==> config.mk <==
export PLATFORM = sky130hd
export DESIGN_NAME = fetch_unit_flat
export DESIGN_NICKNAME = d
export VERILOG_FILES = /design/src/rtl/fetch_unit_if.sv /design/src/rtl/fetch_unit.sv /design/src/flat_wrapper.sv
export SDC_FILE = /design/constraint.sdc
export NUM_CORES = 1
export LEC_CHECK = 0
export ABC_AREA = 0
export ABC_CLOCK_PERIOD_IN_PS = 16550
export CELL_PAD_IN_SITES_DETAIL_PLACEMENT = 2
export CELL_PAD_IN_SITES_GLOBAL_PLACEMENT = 2
export CORE_ASPECT_RATIO = 0.7
export CORE_MARGIN = 5
export CORE_UTILIZATION = 38
export DETAILED_ROUTE_END_ITERATION = 8
export GPL_TIMING_DRIVEN = 0
export PLACE_DENSITY = 0.87
export SLEW_MARGIN = 25
export SYNTH_ARGS = -nofsm -noshare
export SYNTH_HDL_FRONTEND = slang
export SYNTH_SLANG_ARGS = --single-unit
==> constraint.sdc <==
create_clock -name clk_i -period 16.55 [get_ports clk_i]
set_clock_uncertainty 0.05 [all_clocks]
set_input_delay 3.31 -clock clk_i [delete_from_list [all_inputs] [get_ports clk_i]]
set_output_delay 3.31 -clock clk_i [all_outputs]
set_load 0.02 [all_outputs]
==> src/rtl/fetch_unit_if.sv <==
// Handshake/bus bundle for fetch_unit: imem port, redirect, stall and queue-head outputs.
// Statistics counters are present only when FETCH_STATS_EN is defined.
interface fetch_unit_if;
    logic        start_i;
    logic [31:0] imem_addr_o;
    logic [31:0] imem_instr_i;
    logic        redirect_i;
    logic [31:0] redirect_pc_i;
    logic        stall_i;
    logic        valid_o;
    logic [31:0] pc_o;
    logic [31:0] instr_o;
`ifdef FETCH_STATS_EN
    logic [31:0] fetch_cnt_o;
    logic [31:0] redirect_cnt_o;
`endif

    modport master (
        input  start_i, imem_instr_i, redirect_i, redirect_pc_i, stall_i,
`ifdef FETCH_STATS_EN
        output fetch_cnt_o, redirect_cnt_o,
`endif
        output imem_addr_o, valid_o, pc_o, instr_o
    );

    modport slave (
        output start_i, imem_instr_i, redirect_i, redirect_pc_i, stall_i,
`ifdef FETCH_STATS_EN
        input  fetch_cnt_o, redirect_cnt_o,
`endif
        input  imem_addr_o, valid_o, pc_o, instr_o
    );
endinterface

==> src/rtl/fetch_unit.sv <==
// Instruction-fetch front end: owns the PC and buffers fetched words in a QDEPTH-entry queue.
// Define FETCH_STATS_EN to add push/redirect counters.
module fetch_unit #(
    parameter int          QDEPTH   = 2,
    parameter logic [31:0] RESET_PC = 32'h0000_0000
) (
    input  logic         clk_i,
    input  logic         rst_i,
    fetch_unit_if.master bus
);
    localparam int          PW       = (QDEPTH > 1) ? $clog2(QDEPTH) : 1;
    localparam logic [PW:0] FULL_OCC = (PW + 1)'(QDEPTH);

    typedef enum logic {IDLE, RUN} state_t;

    state_t        state;
    logic [31:0]   pc;
    logic [31:0]   q_pc    [QDEPTH];
    logic [31:0]   q_instr [QDEPTH];
    logic [PW-1:0] head;
    logic [PW-1:0] tail;
    logic [PW:0]   occ;
    logic          head_valid;
    logic [31:0]   head_pc;
    logic [31:0]   head_instr;

    logic          pop;
    logic          push;
    logic [PW:0]   occ_after_pop;
    logic [PW:0]   occ_next;
    logic [PW-1:0] head_next;

    // A pop frees a slot this same cycle, so a full queue can still accept a push.
    always_comb begin
        pop           = (occ != '0) && !bus.stall_i && !bus.redirect_i;
        push          = (state == RUN) && ((occ != FULL_OCC) || pop) && !bus.redirect_i;
        occ_after_pop = occ - {{PW{1'b0}}, pop};
        occ_next      = occ_after_pop + {{PW{1'b0}}, push};
        head_next     = pop ? head + 1'b1 : head;
    end

    always_ff @(posedge clk_i or posedge rst_i) begin
        if (rst_i) begin
            state      <= IDLE;
            pc         <= RESET_PC;
            head       <= '0;
            tail       <= '0;
            occ        <= '0;
            head_valid <= 1'b0;
            head_pc    <= '0;
            head_instr <= '0;
            for (int i = 0; i < QDEPTH; i++) begin
                q_pc[i]    <= '0;
                q_instr[i] <= '0;
            end
        end else begin
            case (state)
                IDLE: if (bus.start_i)  state <= RUN;
                RUN:  if (!bus.start_i) state <= IDLE;
            endcase

            if (bus.redirect_i) begin
                pc         <= {bus.redirect_pc_i[31:2], 2'b00};
                head       <= '0;
                tail       <= '0;
                occ        <= '0;
                head_valid <= 1'b0;
            end else begin
                if (push) begin
                    q_pc[tail]    <= pc;
                    q_instr[tail] <= bus.imem_instr_i;
                    tail          <= tail + 1'b1;
                    pc            <= pc + 32'd4;
                end
                occ        <= occ_next;
                head       <= head_next;
                head_valid <= (occ_next != '0);
                // The output register bypasses the queue when the new word lands at an empty head.
                if (push && (occ_after_pop == '0)) begin
                    head_pc    <= pc;
                    head_instr <= bus.imem_instr_i;
                end else if (pop) begin
                    head_pc    <= q_pc[head_next];
                    head_instr <= q_instr[head_next];
                end
            end
        end
    end

`ifdef FETCH_STATS_EN
    logic [31:0] fetch_cnt;
    logic [31:0] redirect_cnt;

    always_ff @(posedge clk_i or posedge rst_i) begin
        if (rst_i) begin
            fetch_cnt    <= '0;
            redirect_cnt <= '0;
        end else begin
            if (push)           fetch_cnt    <= fetch_cnt + 32'd1;
            if (bus.redirect_i) redirect_cnt <= redirect_cnt + 32'd1;
        end
    end

    assign bus.fetch_cnt_o    = fetch_cnt;
    assign bus.redirect_cnt_o = redirect_cnt;
`endif

    assign bus.imem_addr_o = pc;
    assign bus.valid_o     = head_valid;
    assign bus.pc_o        = head_pc;
    assign bus.instr_o     = head_instr;
endmodule

==> src/flat_wrapper.sv <==
// flat-port wrapper written by rule: the top's interface ports become plain ports
module fetch_unit_flat 
#(
    parameter int          QDEPTH   = 2,
    parameter logic [31:0] RESET_PC = 32'h0000_0000
)
  (clk_i, rst_i, bus_start_i, bus_imem_instr_i, bus_redirect_i, bus_redirect_pc_i, bus_stall_i, bus_imem_addr_o, bus_valid_o, bus_pc_o, bus_instr_o);
  fetch_unit_if bus_i ();
  input  logic clk_i;
  input  logic rst_i;
  input wire logic [$bits(bus_i.start_i)-1:0] bus_start_i;
  input wire logic [$bits(bus_i.imem_instr_i)-1:0] bus_imem_instr_i;
  input wire logic [$bits(bus_i.redirect_i)-1:0] bus_redirect_i;
  input wire logic [$bits(bus_i.redirect_pc_i)-1:0] bus_redirect_pc_i;
  input wire logic [$bits(bus_i.stall_i)-1:0] bus_stall_i;
  output wire logic [$bits(bus_i.imem_addr_o)-1:0] bus_imem_addr_o;
  output wire logic [$bits(bus_i.valid_o)-1:0] bus_valid_o;
  output wire logic [$bits(bus_i.pc_o)-1:0] bus_pc_o;
  output wire logic [$bits(bus_i.instr_o)-1:0] bus_instr_o;
  assign bus_i.start_i = bus_start_i;
  assign bus_i.imem_instr_i = bus_imem_instr_i;
  assign bus_i.redirect_i = bus_redirect_i;
  assign bus_i.redirect_pc_i = bus_redirect_pc_i;
  assign bus_i.stall_i = bus_stall_i;
  assign bus_imem_addr_o = bus_i.imem_addr_o;
  assign bus_valid_o = bus_i.valid_o;
  assign bus_pc_o = bus_i.pc_o;
  assign bus_instr_o = bus_i.instr_o;
  fetch_unit #(.QDEPTH(QDEPTH), .RESET_PC(RESET_PC)) u_core (.clk_i(clk_i), .rst_i(rst_i), .bus(bus_i));
endmodule
==> results of run 1 <==
## sequential cells by signal, indices dropped and copies added (netlist names)
signal	count
u_core.occ	2
u_core.bus.valid_o	1
u_core.bus.pc_o	30
u_core.head	1
u_core.bus.imem_addr_o	30
u_core.q_pc	60
u_core.state	1
u_core.bus.instr_o	32
u_core.q_instr	64
u_core.tail	1
## metal layers
layer	vias to the layer above	share of wire	global-route usage
li1	3177	-	-
met1	3832	0.45	0.294
met2	171	0.49	0.380
met3	50	0.036	0.0345
met4	0	0.024	0.0543
met5	-	0	0
## kinds of logic (layout without fill, tap and decap cells)
family | after synthesis | in the layout | synth area share
muxes | 187 | 187 | 0.208
other | 1 | 6 | 0.000385
DFF | 222 | 222 | 0.570
xor gates and xnor gates | 31 | 31 | 0.0287
adders and majority gates | 3 | 3 | 0.00385
buffers and inverters | 58 | 263 | 0.0298
and+or+nand+nor | 105 | 105 | 0.0523
AOI/OAI and AO/OA | 163 | 163 | 0.106
## how the worst max path moves through the flow
stage | from | end | depth (start not counted)
2_1_floorplan | rst_i | u_core.bus.imem_addr_o[10] | 1
3_3_place_gp | rst_i | u_core.q_instr[34] | 2
3_5_place_dp | bus_stall_i | u_core.bus.instr_o[4] | 10
4_1_cts | bus_stall_i | u_core.bus.pc_o[19] | 10
5_1_grt | bus_stall_i | u_core.bus.instr_o[25] | 10
6_report | bus_stall_i | u_core.bus.instr_o[25] | 10
## power by group through the flow
stage	logic [uW]	registers (uW)	clock network [uW]
after global placement	675	871	0
after global routing	765	912	631
final	711	889	595
after detailed placement	710	890	0
after CTS	723	890	605
after floorplan	312	949	0
## area by class of cell
class	instances	share of cell area
sequential	222	0.437
multi-input combinational	493	0.307
timing repair buffer	161	0.130
clock buffer	37	0.0607
tap	331	0.0326
buffer	54	0.0217
clock inverter	7	0.00896
inverter	4	0.00177
antenna	2	0.000394
## synthesized netlist by cell type, types with 4 or more instances
cell type  instances
inv_1              4
o21ai_0           26
nand3_1           10
clkbuf_1          16
and3_1             4
nand4_1           16
xnor2_1            6
o21ai_1           61
mux2_2           124
nand2_1           46
buf_4             10
nor2_1            10
a22oi_1           62
o221ai_1           6
xor2_1            24
buf_2             28
dfrtp_1          222
mux2i_1           63
## metrics by stage
step	power (uW)	setup WS [ns]	std cells	hold slack, ns	instance area, sq um
after floorplan	1260	7.11	773	0.429	9750
after detailed placement	1600	9.78	1265	0.443	11800
after CTS	2220	10.27	1309	0.457	12700
after global placement	1550	4.07	1263	0.436	11800
final	2200	10.31	1311	0.453	12700
after global routing	2310	10.06	1310	0.468	12700
==> flow_summary.toml, run 1 <==
[outcome]
status = "completed"

[clock_tree]
htreeDepth = 1
clock-sinks = 222
cts_tree = "yes"
cts_max_path_buffers = 3
cts_setup_buffers = 0
ctsHoldBuffers = 0
clock_latency_ns = 0.51
cts_resized = 0
cts.clk_slew.worst_paths_ns = 0.07
cts_root_buffer = "clkbuf_16"
cts_buffers = 24

[power_and_ir_drop]
p_seq_frac = 0.405
intPower_uw = 1470
clockPowerShare = 0.271
p_leak_uw = 0.00565
power_switching_uw = 730
combPwrFrac = 0.324
power_density_nw_per_um2 = 173
switching_share = 0.332
ir_drop_v = 0.0000886

[finish]
area_growth_syn_to_layout_pct = 30.5
multi_input_area_sq_um = 3900
seq_area_sq_um = 5560
final_util = 0.499
nets = 1032
final_cell_mix = "222 x dfrtp_1, 159 x clkdlybuf4s50_1, 124 x mux2_2"
final_layout_size_suffix_gt1_frac = 0.221
num-fill-cells = 2467
final_common_cell = "dfrtp_1"

[setup_path]
rr_startpoint = "u_core.occ[1]"
critPathArrivalTime_ns = 6.59
crit_top_cell = "nor2_1"
r2r_end = "u_core.bus.instr_o[25]"
cp_max_fo = 10
cp_slowest_stage_delay_ns = 0.86
crit_buf_inv = 2
path_cells = "clkdlybuf4s50_1 > nor2_1 > o21a_1 > ha_1 > xor2_1 > a2111oi_4 > nor2_1 > buf_2 > a22oi_1 > o21ai_1"
startpoint_type = "input port"
rrSetupSlack_ns = 13.27
cp.required_ns = 16.89
worst_path_max_delay_cell = "a2111oi_4"
critPathKind = "in -> reg"
worstSetupEndpointType = "flop"
critPathTopFamily = "compound AO/OA/AOI/OAI gates"
reg2reg_depth = 8

[grt]
grt_usage = 0.220
grt_max_degree = 96
grt_pass1_wl_mm = 50.1
gr-total-overflow = 0
grt_pass1_vias = 8385
antenna_found_initial = 2

[detailed_routing]
drt_wl_total_mm = 32.2
drc = 0
ant_nets = 0
wl_per_cell_microns = 24.5
first_pass_iters = 4
drtIter0Drc = 342
avgViaCountPerCell = 5.51
vias = 7230

[yosys]
yosys_warnings = 0
synth_top_area_cell = "dfrtp_1"
netlist_area_sq_um = 9740
ys_seq_elements = 222
synth_cells = 770
synth_edf_count = 0
ys_seq_area_frac = 0.570
synth.avg_cell_area_sq_um = 12.6
synth-main-ff-cell = "dfrtp_1"
ys_async_sr_fraction = 1.00
synthTopCellsByArea = "dfrtp_1 57%, mux2_2 14%, mux2i_1 6.5%, a22oi_1 4.8%, o21ai_1 3.1%"
yosysUniqueCellTypes = 37
synth.top_cell.area_share = 0.570

[floorplan]
ioPinCount = 166
fp.dieH_microns = 144
start_util = 0.383
die_w_microns = 201
dieArea_sq_um = 29000
rows = 49
coreArea_sq_um = 25400

[job]
cap_violations = 0

[timing]
post-route-period-util = 0.377
rsz0062_at_grt = "no"
report.final.slew_viol_count = 0
tightest_slew_ns = 0.989
setup_violations = 0
hold_viol_final = 0
fin_setup_tns_ns = 0
maxSlewHeadroom = 0.336
max_freq_mhz = 160
min_period_ns = 6.24

[hold_path]
hold_start = "u_core.q_instr[20]"
hp-class = "reg -> reg"
whs_path_depth = 1
hold_end = "u_core.q_instr[20]"

[placement]
gp_congestion = 0.804
port-buffer-count = 159
dp_hpwl_mm = 22.0
Power figures use the tool's default switching activity.
==> run 2, diff against run 1 <==
ABC_CLOCK_PERIOD_IN_PS = 6150   (was 16550)
CORE_UTILIZATION = 36   (was 38)
PLACE_DENSITY = 0.83   (was 0.87)
clock period = 6.15 ns   (was 16.55 ns; I/O delays follow)
==> flow_summary.toml, run 2 (synthesis gave the netlist of run 1 again) <==
[outcome]
status = "completed"

[setup_path]
critPathKind = "in -> reg"
critPathTopFamily = "compound AO/OA/AOI/OAI gates"
crit_buf_inv = 2
cp.required_ns = 6.47
cp_slowest_stage_delay_ns = 0.84
crit_cells = 9
reg2reg_depth = 7
startpoint_type = "input port"
cp-startpoint = "bus_stall_i"
path_cells = "clkdlybuf4s50_1 > nor2_1 > o21a_1 > ha_1 > xor2_1 > a2111oi_4 > nand2b_1 > buf_2 > o21ai_1"
rr_startpoint = "u_core.occ[1]"
worst_path_max_delay_cell = "a2111oi_4"
critPathArrivalTime_ns = 4.45
cp_max_fo = 10
worstSetupEndpointType = "flop"

[grt]
antenna_found_initial = 1
grt_max_degree = 32
grt_pass1_wl_mm = 49.5
grt_usage = 0.203
gr-total-overflow = 0
grt_pass1_vias = 8347

[power_and_ir_drop]
p_leak_uw = 0.00563
power_density_nw_per_um2 = 444
total_power_uw = 5640
ir_drop_v = 0.000207

[floorplan]
coreArea_sq_um = 26700
start_util = 0.365
rows = 50
die_w_microns = 207
ioPinCount = 166
fp.dieH_microns = 148
dieArea_sq_um = 30500

[placement]
dp_hpwl_mm = 22.3
place_worst_setup_slack_ns = 1.41
gp_congestion = 0.773
dp_cells = 1304
port-buffer-count = 159

[clock_tree]
cts_root_buffer = "clkbuf_16"
cts_tree = "yes"
htreeDepth = 1
cts_buffers = 24
cts.clk_slew.worst_paths_ns = 0.06
cts_resized = 0
cts_setup_buffers = 0
clock_latency_ns = 0.50
ctsHoldBuffers = 0
cts_max_path_buffers = 3
clock-sinks = 222

[finish]
final_layout_size_suffix_gt1_frac = 0.219
regMostFlops = "u_core.q_instr"
largest_reg_flops = 64
area_growth_syn_to_layout_pct = 30.5
final_cell_mix = "222 x dfrtp_1, 159 x clkdlybuf4s50_1, 124 x mux2_2"
final_common_cell = "dfrtp_1"
nets = 1038
fin_cells = 1345
num-fill-cells = 2654

[hold_path]
hold_start = "u_core.q_instr[4]"
hp-class = "reg -> reg"
whs_path_depth = 1

[timing]
max_freq_mhz = 242
fin_setup_tns_ns = 0
post-route-period-util = 0.672
rsz0062_at_grt = "no"
tightest_slew_ns = 0.919
min_period_ns = 4.13
hold_viol_final = 0
maxSlewHeadroom = 0.383
report.final.slew_viol_count = 0
setup_violations = 0
fin_ws_ns = 2.02
hold_slack_ns = 0.455

[detailed_routing]
vias = 7180
first_pass_iters = 4
wl_per_cell_microns = 23.2
avgViaCountPerCell = 5.34
drt_wl_total_mm = 31.2
drtIter0Drc = 290
ant_nets = 0
drc = 0

[job]
cap_violations = 0
run 2: cell types whose count changed in the layout (fill, tap and decap cells not counted), sizes merged:
cell / delta
buf: +6
bufinv: -3
clkbuf: -2
clkinv: +2
inv: -2
clkinvlp: +1
diode: -1
run 2: stage by stage:
stage	utilization	cell area, sq um
6_report	0.476	12700
5_1_grt	0.476	12700
4_1_cts	0.476	12700
3_5_place_dp	0.448	12000
3_3_place_gp	0.442	11800
2_1_floorplan	-	9750
run 2: path summary, 6_finish.rpt:
path,slack [ns],end
setup / recovery,2.02,u_core.bus.pc_o[31]
hold / removal,0.45,u_core.q_instr[4]
setup reg to reg,2.94,u_core.bus.pc_o[31]
hold reg to reg,0.45,u_core.q_instr[4]
max in group asynchronous,3.86,u_core.bus.imem_addr_o[21]
min in group asynchronous,1.01,u_core.bus.imem_addr_o[2]
run 2: layout make-up:
type / instances / area, sq um / share of cell area
Clock inverter: 5 / 25.0 / 0.00197
Buffer: 54 / 275 / 0.0217
Antenna cell: 1 / 2.50 / 0.000197
Sequential cell: 222 / 5560 / 0.437
Multi-Input combinational cell: 493 / 3900 / 0.307
Inverter: 4 / 18.8 / 0.00148
Timing Repair Buffer: 167 / 1760 / 0.138
Clock buffer: 35 / 713 / 0.0561
Tap cell: 364 / 455 / 0.0358
run 2: power by group:
| group | internal, uW | switching (uW) | total [uW] |
|---|---|---|---|
| Combinational | 958 | 939 | 1900 |
| Clock | 797 | 568 | 1360 |
| Sequential | 2010 | 375 | 2380 |
| Total | 3760 | 1880 | 5640 |
run 2: routing by layer:
layer  up-vias  global-route usage  share of wire
met2       148               0.338           0.47
li1       3190                   -              -
met4         0              0.0356          0.017
met3        35              0.0307          0.037
met5         -                   0              0
met1      3807               0.287           0.47
